**config.mk**
```make
export PLATFORM = sky130hd
export DESIGN_NAME = prf_wb_arbiter
export DESIGN_NICKNAME = d
export VERILOG_FILES = /design/src/rtl/prf_wb_arbiter.sv
export SDC_FILE = /design/constraint.sdc
export NUM_CORES = 1
export LEC_CHECK = 0
export ABC_AREA = 1
export BUFFER_PORTS_ARGS = -buffer_cell sky130_fd_sc_hd__buf_4
export CAP_MARGIN = 10
export CORE_AREA = 2 2 149 151
export DETAILED_ROUTE_END_ITERATION = 8
export DIE_AREA = 0 0 151 153
export PLACE_DENSITY = 0.63
export SYNTH_ARGS = -nofsm -noshare
export SYNTH_HDL_FRONTEND = slang
export SYNTH_SLANG_ARGS = --single-unit
```
**constraint.sdc**
```tcl
create_clock -name clk -period 4.16 [get_ports clk]
set_clock_uncertainty 0.2 [all_clocks]
set_input_delay 0.832 -clock clk [delete_from_list [all_inputs] [get_ports clk]]
set_output_delay 0.832 -clock clk [all_outputs]
set_load 0.01 [all_outputs]
```
**src/rtl/prf_wb_arbiter.sv**
```systemverilog
// prf_wb_arbiter: round-robin arbiter for the PRF write port with a registered write/CDB stage
module prf_wb_arbiter #(
    parameter int               NUM_REQ  = 4,
    parameter int               DATA_W   = 64,
    parameter int               IDX_W    = 7,
    parameter logic [IDX_W-1:0] ZERO_IDX = '0
) (
    input  logic                      clk,
    input  logic                      rst_n,
    input  logic                      flush_i,
    input  logic [NUM_REQ-1:0]        req_i,
    input  logic [NUM_REQ*IDX_W-1:0]  req_idx_i,
    input  logic [NUM_REQ*DATA_W-1:0] req_data_i,
    output logic [NUM_REQ-1:0]        gnt_o,
    output logic                      wr_en_o,
    output logic [IDX_W-1:0]          wr_idx_o,
    output logic [DATA_W-1:0]         wr_data_o,
    output logic                      cdb_valid_o,
    output logic [IDX_W-1:0]          cdb_tag_o,
    output logic [7:0]                busy_cnt_o
);
    localparam int PTR_W = $clog2(NUM_REQ);

    logic [PTR_W-1:0]  ptr_r;
    logic [PTR_W-1:0]  win;
    logic              any;
    logic              multi;
    logic [IDX_W-1:0]  sel_idx;
    logic [DATA_W-1:0] sel_data;
    int                j;

    // Scan from the pointer upward with wrap; scanning offsets high-to-low lets the nearest requester win
    always_comb begin
        win = ptr_r;
        any = 1'b0;
        j   = 0;
        for (int i = NUM_REQ - 1; i >= 0; i--) begin
            j = int'(ptr_r) + i;
            j = (j >= NUM_REQ) ? j - NUM_REQ : j;
            if (req_i[j]) begin
                win = PTR_W'(j);
                any = 1'b1;
            end
        end
        any = any & ~flush_i;
    end

    assign gnt_o       = (any && rst_n) ? NUM_REQ'(1) << win : '0;
    assign sel_idx     = req_idx_i[int'(win)*IDX_W +: IDX_W];
    assign sel_data    = req_data_i[int'(win)*DATA_W +: DATA_W];
    assign multi       = $countones(req_i) > 1;
    assign cdb_valid_o = wr_en_o;
    assign cdb_tag_o   = wr_idx_o;

    // Register the winner for the PRF port/CDB, advance the pointer past it, track contention length
    always_ff @(posedge clk or negedge rst_n) begin
        if (!rst_n) begin
            ptr_r      <= '0;
            wr_en_o    <= 1'b0;
            wr_idx_o   <= '0;
            wr_data_o  <= '0;
            busy_cnt_o <= '0;
        end else begin
            wr_en_o <= any && (sel_idx != ZERO_IDX);
            if (any) begin
                wr_idx_o  <= sel_idx;
                wr_data_o <= sel_data;
                ptr_r     <= (win == PTR_W'(NUM_REQ - 1)) ? '0 : win + 1'b1;
            end
            if (!multi)
                busy_cnt_o <= '0;
            else if (!flush_i && busy_cnt_o != 8'hFF)
                busy_cnt_o <= busy_cnt_o + 8'd1;
        end
    end
endmodule
```
==> results of run 1 <==
==> logic make-up (layout without fill, tap and decap cells) <==
kind of cell	after synthesis	after routing	synth area share [%]
flops	82	82	35.23
simple gates	708	708	50.98
buf+inv	100	440	10.27
fa+ha+maj	6	6	1.418
compound gates	23	23	2.105
==> power by group <==
part	internal (mW)	switching (mW)
combinational	2.00	3.51
clock	0.497	0.320
sequential	1.19	0.247
total	3.69	4.07
==> layout by cell type, fill, tap and decap left out, drive strengths merged, types with 5 or more instances in the layout <==
master	synthesis	layout
nand2	466	466
buf	52	393
nand3	227	227
dfrtp	82	82
inv	30	31
o21ai	15	15
nor2	12	12
clkbuf	17	12
a21oi	6	6
ha	5	5
==> per-stage QoR <==
step	utilization, %	power, mW	instance area, um2
after floorplan	-	5.571	5824
after global placement	40.36	6.969	8671
after detailed placement	40.36	7.025	8671
after CTS	41.78	7.872	8977
after global routing	41.78	8.549	8977
final	41.78	7.762	8977
==> area by class of cell <==
type	count	area (um2)	share of cell area (%)
clock buffers	12	256.5	2.857
repair buffers	393	2963	33.00
clock inverters	4	50.05	0.5575
flip-flops and latches	82	2052	22.86
inverters	31	123.9	1.380
multi-input cells	737	3182	35.44
well taps	280	350.3	3.902
==> worst max-delay path by stage <==
stage                   from     endpoint  slack [ps]  depth (start not counted)
floorplan           req_i[3]     gnt_o[2]         930                         15
global placement    req_i[3]     gnt_o[0]         810                         15
detailed placement  req_i[3]  cdb_valid_o         730                         17
CTS                 ptr_r[0]     gnt_o[0]         710                         13
global route        ptr_r[0]     gnt_o[2]         490                         13
finish              ptr_r[0]     gnt_o[2]         700                         13
==> state kept, by name, indices dropped and copies added, names as in the netlist <==
| register | flops |
|---|---|
| busy_cnt_o | 8 |
| cdb_tag_o | 7 |
| cdb_valid_o | 1 |
| ptr_r | 2 |
| wr_data_o | 64 |
==> layer usage <==
| layer | track usage (%) | vias up | share of wire (%) |
|---|---|---|---|
| met5 | 0 | - | 0 |
| met4 | 7.521 | 0 | 3.4 |
| met3 | 4.149 | 43 | 7.9 |
| met2 | 31.99 | 278 | 49 |
| met1 | 22.04 | 3196 | 40 |
| li1 | - | 3607 | - |
==> critical path: cells and delay by family (launching register included) <==
kind / cells / cell delay, ps
adder cells (fa/ha/maj): 1 / 180
AND/OR/NAND/NOR: 8 / 980
buffers and inverters: 4 / 300
flip-flops: 1 / 620
==> run_results.csv, run 1 <==
group,metric,value,unit
status,status,"finished, final reports clean",
timing,setup_viol,0,
timing,final.min_clock_period,3462,ps
power_and_ir_drop,p_per_area,864.6,nW/um2
clocking,cts.sinks,82,
worst_setup_path,worstPathMaxFanout,14,
timing,max_freq,0.2889,GHz
timing,hold_violations,0,
power_and_ir_drop,p_leak,4.950,nW
timing,finalMaxSlewViolations,0,
global_route,grt.overflow.total,0,
layout,final_layout_size_suffix_gt1_share,33.52,%
layout,layout.nets,1551,
die,die_h,153,um
routing,drt-total-wl,22300,um
routing,wl_per_cell,14.49,um
worst_setup_path,cp_data_arrival_time,2430,ps
layout,n_fill_cell,2262,
synthesis,synth_top_flop_cell,"dfrtp_1",
synthesis,ys_seq_area_share,35.23,%
timing,fin_ws,698.5,ps
routing,drcViolationCount,0,
routing,first_pass_iters,4,
die,dieArea,23100,um2
timing,fin_crit_sh,83.21,%
clocking,cts_buffer_depth,2,
clocking,insertion_delay,340,ps
min_path,hp-start,"wr_data_o[27]",
synthesis,synth-edff-count,0,
clocking,htreeDepth,3,
synthesis,synthArstFlopShare,100.0,%
worst_setup_path,path_class,"reg -> out",
global_route,first_global_vias,6643,
clocking,tritoncts,"done",
synthesis,synthCells,919,
die,pin_count,383,
worst_setup_path,end_kind,"primary output",
global_route,grt_max_degree,130,
synthesis,synth.top_cells.by_area,"dfrtp_1, nand2_1, nand3_1",
layout,stdcell_count,1539,
power_and_ir_drop,ir_drop,0.9660,mV
timing,tns,0,ps
timing,rsz0062_at_grt,"false",
synthesis,yosysTopAreaCell,"dfrtp_1",
global_route,grt_first_pass_wirelength,34070,um
global_route,grt_antenna_before_repair,0,
synthesis,yosysMostFrequentCell,"nand2_1",
die,coreArea,21490,um2
die,die_w,151,um
clocking,post_cts_resized,0,
layout,area.growth.synth_to_final,54.14,%
layout,n_antenna_cell,0,
worst_setup_path,crit_top_cell,"nand2_1",
synthesis,yosys.area.top_type_share,35.23,%
synthesis,yosysWarnings,0,
clocking,cts_root_buf,"clkbuf_16",
synthesis,ys_seq_elements,82,
worst_setup_path,r2r-end,"cdb_valid_o",
place,io_buffer_count,382,
clocking,cts_hold_buffers,0,
clocking,post-cts-setup-buffer-count,0,
worst_setup_path,start_kind,"flip-flop",
routing,ant_nets,0,
clocking,cts_buffers,9,
min_path,hold_class,"reg -> reg",
synthesis,synthesis.nets,1216,
timing,worst_pin_slew,869.6,ps
worst_setup_path,critPathSlowestCell,"dfrtp_1",
min_path,hold_depth,2,
worst_setup_path,r2r_setup_slack,1000,ps
routing,drtIter0Drc,415,
place,place_congestion,0.8747,
timing,relSlewSlack,42.02,%
min_path,holdPathEnd,"wr_data_o[27]",
flow_run,drv_cap,0,
routing,vias,7124,
worst_setup_path,cp.required,3130,ps
synthesis,avgSynthCellArea,6.338,um2
global_route,track_usage,18.51,%
routing,vias_per_cell,4.629,
worst_setup_path,r2r_cells,15,
worst_setup_path,worstPathCellList,"nand2_1 -> nand3_1 -> nand2_1 -> inv_1 -> nand2_1 -> nand2_2 -> nand3_2 -> nand2_4 -> inv_4 -> ha_1 -> inv_1 -> nor2_1 -> buf_4",
timing,whs,278.0,ps
place,place_inst,1523,
clocking,path_clk_slew,60,ps
synthesis,synthDistinctLibCells,26,
worst_setup_path,reg2reg_from,"ptr_r[0]",
place,place_ws,733.1,ps
synthesis,ys_top_cells_by_count,"nand2_1, nand3_1, dfrtp_1, buf_4, inv_1",
die,rows,54,
place,dpl.hpwl,16830,um
die,initial_core_util,27.11,%
synthesis,syn_area,5824,um2
worst_setup_path,cp_slowest_stage_delay,620,ps
No activity file was read; power rests on OpenSTA's default activity.
==> inputs of run 2 (changes only) <==
ABC_AREA = 0   (was 1)
CORE_AREA = 2 2 150 152   (was 2 2 149 151)
DIE_AREA = 0 0 152 154   (was 0 0 151 153)
clock period = 2.9 ns   (was 4.16 ns; I/O delays follow)
==> run_results.csv, run 2 <==
group,metric,value,unit
worst_setup_path,cp_data_arrival_time,2020,ps
synthesis,synthDistinctLibCells,41,
place,place_congestion,0.8622,
die,pin_count,383,
min_path,hp-start,"wr_data_o[46]",
synthesis,synth.top_cells.by_area,"dfrtp_1, nand2_1, a311oi_1",
power_and_ir_drop,p_comb_share,56.1,%
routing,drt-total-wl,23140,um
timing,worst_pin_slew,734.2,ps
place,dpl.hpwl,17620,um
worst_setup_path,reg2reg_from,"ptr_r[0]",
synthesis,synth_xor_xnor_area_share,1.101,%
routing,first_pass_iters,5,
worst_setup_path,r2r_cells,10,
die,coreArea,21690,um2
status,status,"finished, final reports clean",
clocking,cts.sinks,82,
power_and_ir_drop,clkPwrFrac,17.0,%
timing,hold_violations,0,
clocking,htreeDepth,3,
die,initial_core_util,25.67,%
timing,max_freq,0.3574,GHz
die,die_w,152,um
global_route,grt_max_degree,71,
place,io_buffer_count,382,
layout,final_cell_mix,"buf_4, nand2_1, dfrtp_1",
worst_setup_path,critical_path_buf_inv_count,2,
worst_setup_path,path_class,"reg -> out",
die,rows,54,
synthesis,synthesis.nets,961,
layout,n_antenna_cell,0,
worst_setup_path,end_kind,"primary output",
clocking,cts_buffer_depth,2,
global_route,first_global_vias,6514,
routing,drtIter0Drc,391,
worst_setup_path,worstPathCellList,"nor3b_4 -> nor4_4 -> nor2_4 -> buf_6 -> ha_2 -> and3_1 -> buf_4",
timing,relSlewSlack,50.87,%
place,place_inst,1275,
worst_setup_path,start_kind,"flip-flop",
timing,fin_crit_sh,96.48,%
place,place_ws,-97.44,ps
worst_setup_path,r2r_setup_slack,300,ps
clocking,insertion_delay,340,ps
layout,stdcell_count,1295,
synthesis,synth-simple-area-share,22.66,%
synthesis,ys_seq_area_share,36.86,%
routing,vias,6655,
timing,setup_viol,0,
timing,finalMaxSlewViolations,0,
synthesis,synthCells,664,
routing,ant_nets,0,
synthesis,yosysMostFrequentCell,"nand2_1",
worst_setup_path,cp_slowest_stage_delay,430,ps
synthesis,yosys.area.top_type_share,36.86,%
min_path,hold_depth,1,
synthesis,avgSynthCellArea,8.383,um2
worst_setup_path,r2r-end,"wr_data_o[40]",
power_and_ir_drop,p_sw,2.774,mW
layout,final_layout_size_suffix_gt1_share,43.65,%
power_and_ir_drop,internal-power,4.063,mW
synthesis,synth_compound_area_share,30.91,%
synthesis,syn_area,5567,um2
worst_setup_path,critPathSlowestCell,"nor4_4",
timing,tns,0,ps
synthesis,ys_top_cells_by_count,"nand2_1, dfrtp_1, and3_1",
synthesis,synthAdderAreaFrac,1.483,%
synthesis,yosysWarnings,0,
synthesis,synth_top_family_by_area,"compound AO/OA/AOI/OAI gates",
layout,largest_register_ffs,64,
timing,final.min_clock_period,2798,ps
power_and_ir_drop,power,6.837,mW
worst_setup_path,crit_path_start,"ptr_r[1]",
clocking,tritoncts,"done",
layout,largest_register,"wr_data_o",
worst_setup_path,worstPathMaxFanout,4,
synthesis,yosysTopAreaCell,"dfrtp_1",
worst_setup_path,cp.required,2120,ps
power_and_ir_drop,p_per_area,748.0,nW/um2
global_route,grt_first_pass_wirelength,35380,um
power_and_ir_drop,ir_drop,0.2876,mV
global_route,track_usage,18.71,%
synthesis,synth-edff-count,0,
layout,area.growth.synth_to_final,64.22,%
clocking,path_clk_slew,60,ps
synthesis,synth.area.mux_share,0.1798,%
synthesis,ys_seq_elements,82,
synthesis,synthArstFlopShare,100.0,%
layout,layout.nets,1308,
layout,final_common_cell,"buf_4",
global_route,grt.overflow.total,0,
global_route,grt_antenna_before_repair,0,
worst_setup_path,path_delay_family,"simple AND/OR/NAND/NOR gates",
min_path,hold_class,"reg -> reg",
clocking,cts_root_buf,"clkbuf_16",
die,dieArea,23410,um2
clocking,cts_buffers,9,
timing,fin_ws,102.0,ps
power_and_ir_drop,p_leak,4.832,nW
min_path,holdPathEnd,"wr_data_o[46]",
power_and_ir_drop,seqPwrFrac,27.0,%
synthesis,synth_top_flop_cell,"dfrtp_1",
die,die_h,154,um
routing,drcViolationCount,0,
routing,vias_per_cell,5.139,
routing,wl_per_cell,17.87,um
timing,whs,274.5,ps
power_and_ir_drop,swShare,40.57,%
flow_run,drv_cap,0,
## run 2: worst max path at each step
| stage | to | slack (ps) | cells after the start |
|---|---|---|---|
| finish | gnt_o[2] | 100 | 7 |
| global route | gnt_o[2] | -10 | 7 |
| CTS | gnt_o[2] | 40 | 7 |
| detailed placement | wr_data_o[4] | -100 | 10 |
| global placement | gnt_o[2] | -100 | 8 |
| floorplan | gnt_o[0] | 40 | 9 |
## run 2: what timing repair did
| action | CTS | global route |
|---|---|---|
| setup buffers | 1 | 3 |
| pin swaps | 1 | 3 |
| endpoints found under the setup margin | 4 | 4 |
| hold buffers | 1 | 0 |
| hold endpoints to repair | 6 | 0 |
| resized for setup | 1 | 10 |
## run 2: cells by family (layout without fill, tap and decap cells)
kind of cell / Yosys count / count (layout)
XOR/XNOR: 7 / 7
multiplexers: 1 / 1
adder cells (fa/ha/maj): 6 / 6
AO/OA/AOI/OAI: 221 / 221
AND/OR/NAND/NOR: 264 / 264
flip-flops: 82 / 82
buffers and inverters: 83 / 434
## run 2: cell type report
cell class	count	area, um2
clock buffers	11	242.7
well taps	280	350.3
multi-input cells	499	3201
fillers	2229	12550
clock inverters	4	52.55
flip-flops and latches	82	2053
inverters	4	20.02
repair buffers	415	3222
## run 2: through the flow
step                cell area [um2]  utilization, %
floorplan                      5567               -
global route                   9141           42.15
CTS                            9074           41.84
finish                         9141           42.15
global placement               8752           40.35
detailed placement             8752           40.35
## run 2: power groups by stage
stage / registers [mW] / clock network (mW) / logic [mW]
floorplan: 2.01 / 0 / 1.90
global placement: 1.84 / 0 / 3.77
detailed placement: 1.86 / 0 / 3.79
CTS: 1.84 / 1.21 / 3.81
global route: 1.90 / 1.26 / 4.15
finish: 1.84 / 1.16 / 3.84
## run 2: routing by layer
layer  global-route usage [%]  up-vias  share of wire, %
met5                        0        -                 0
met4                    5.296        0               2.1
met3                    5.073       30               7.4
met2                    32.26      290                50
met1                    22.98     3170                41
li1                         -     3165                 -
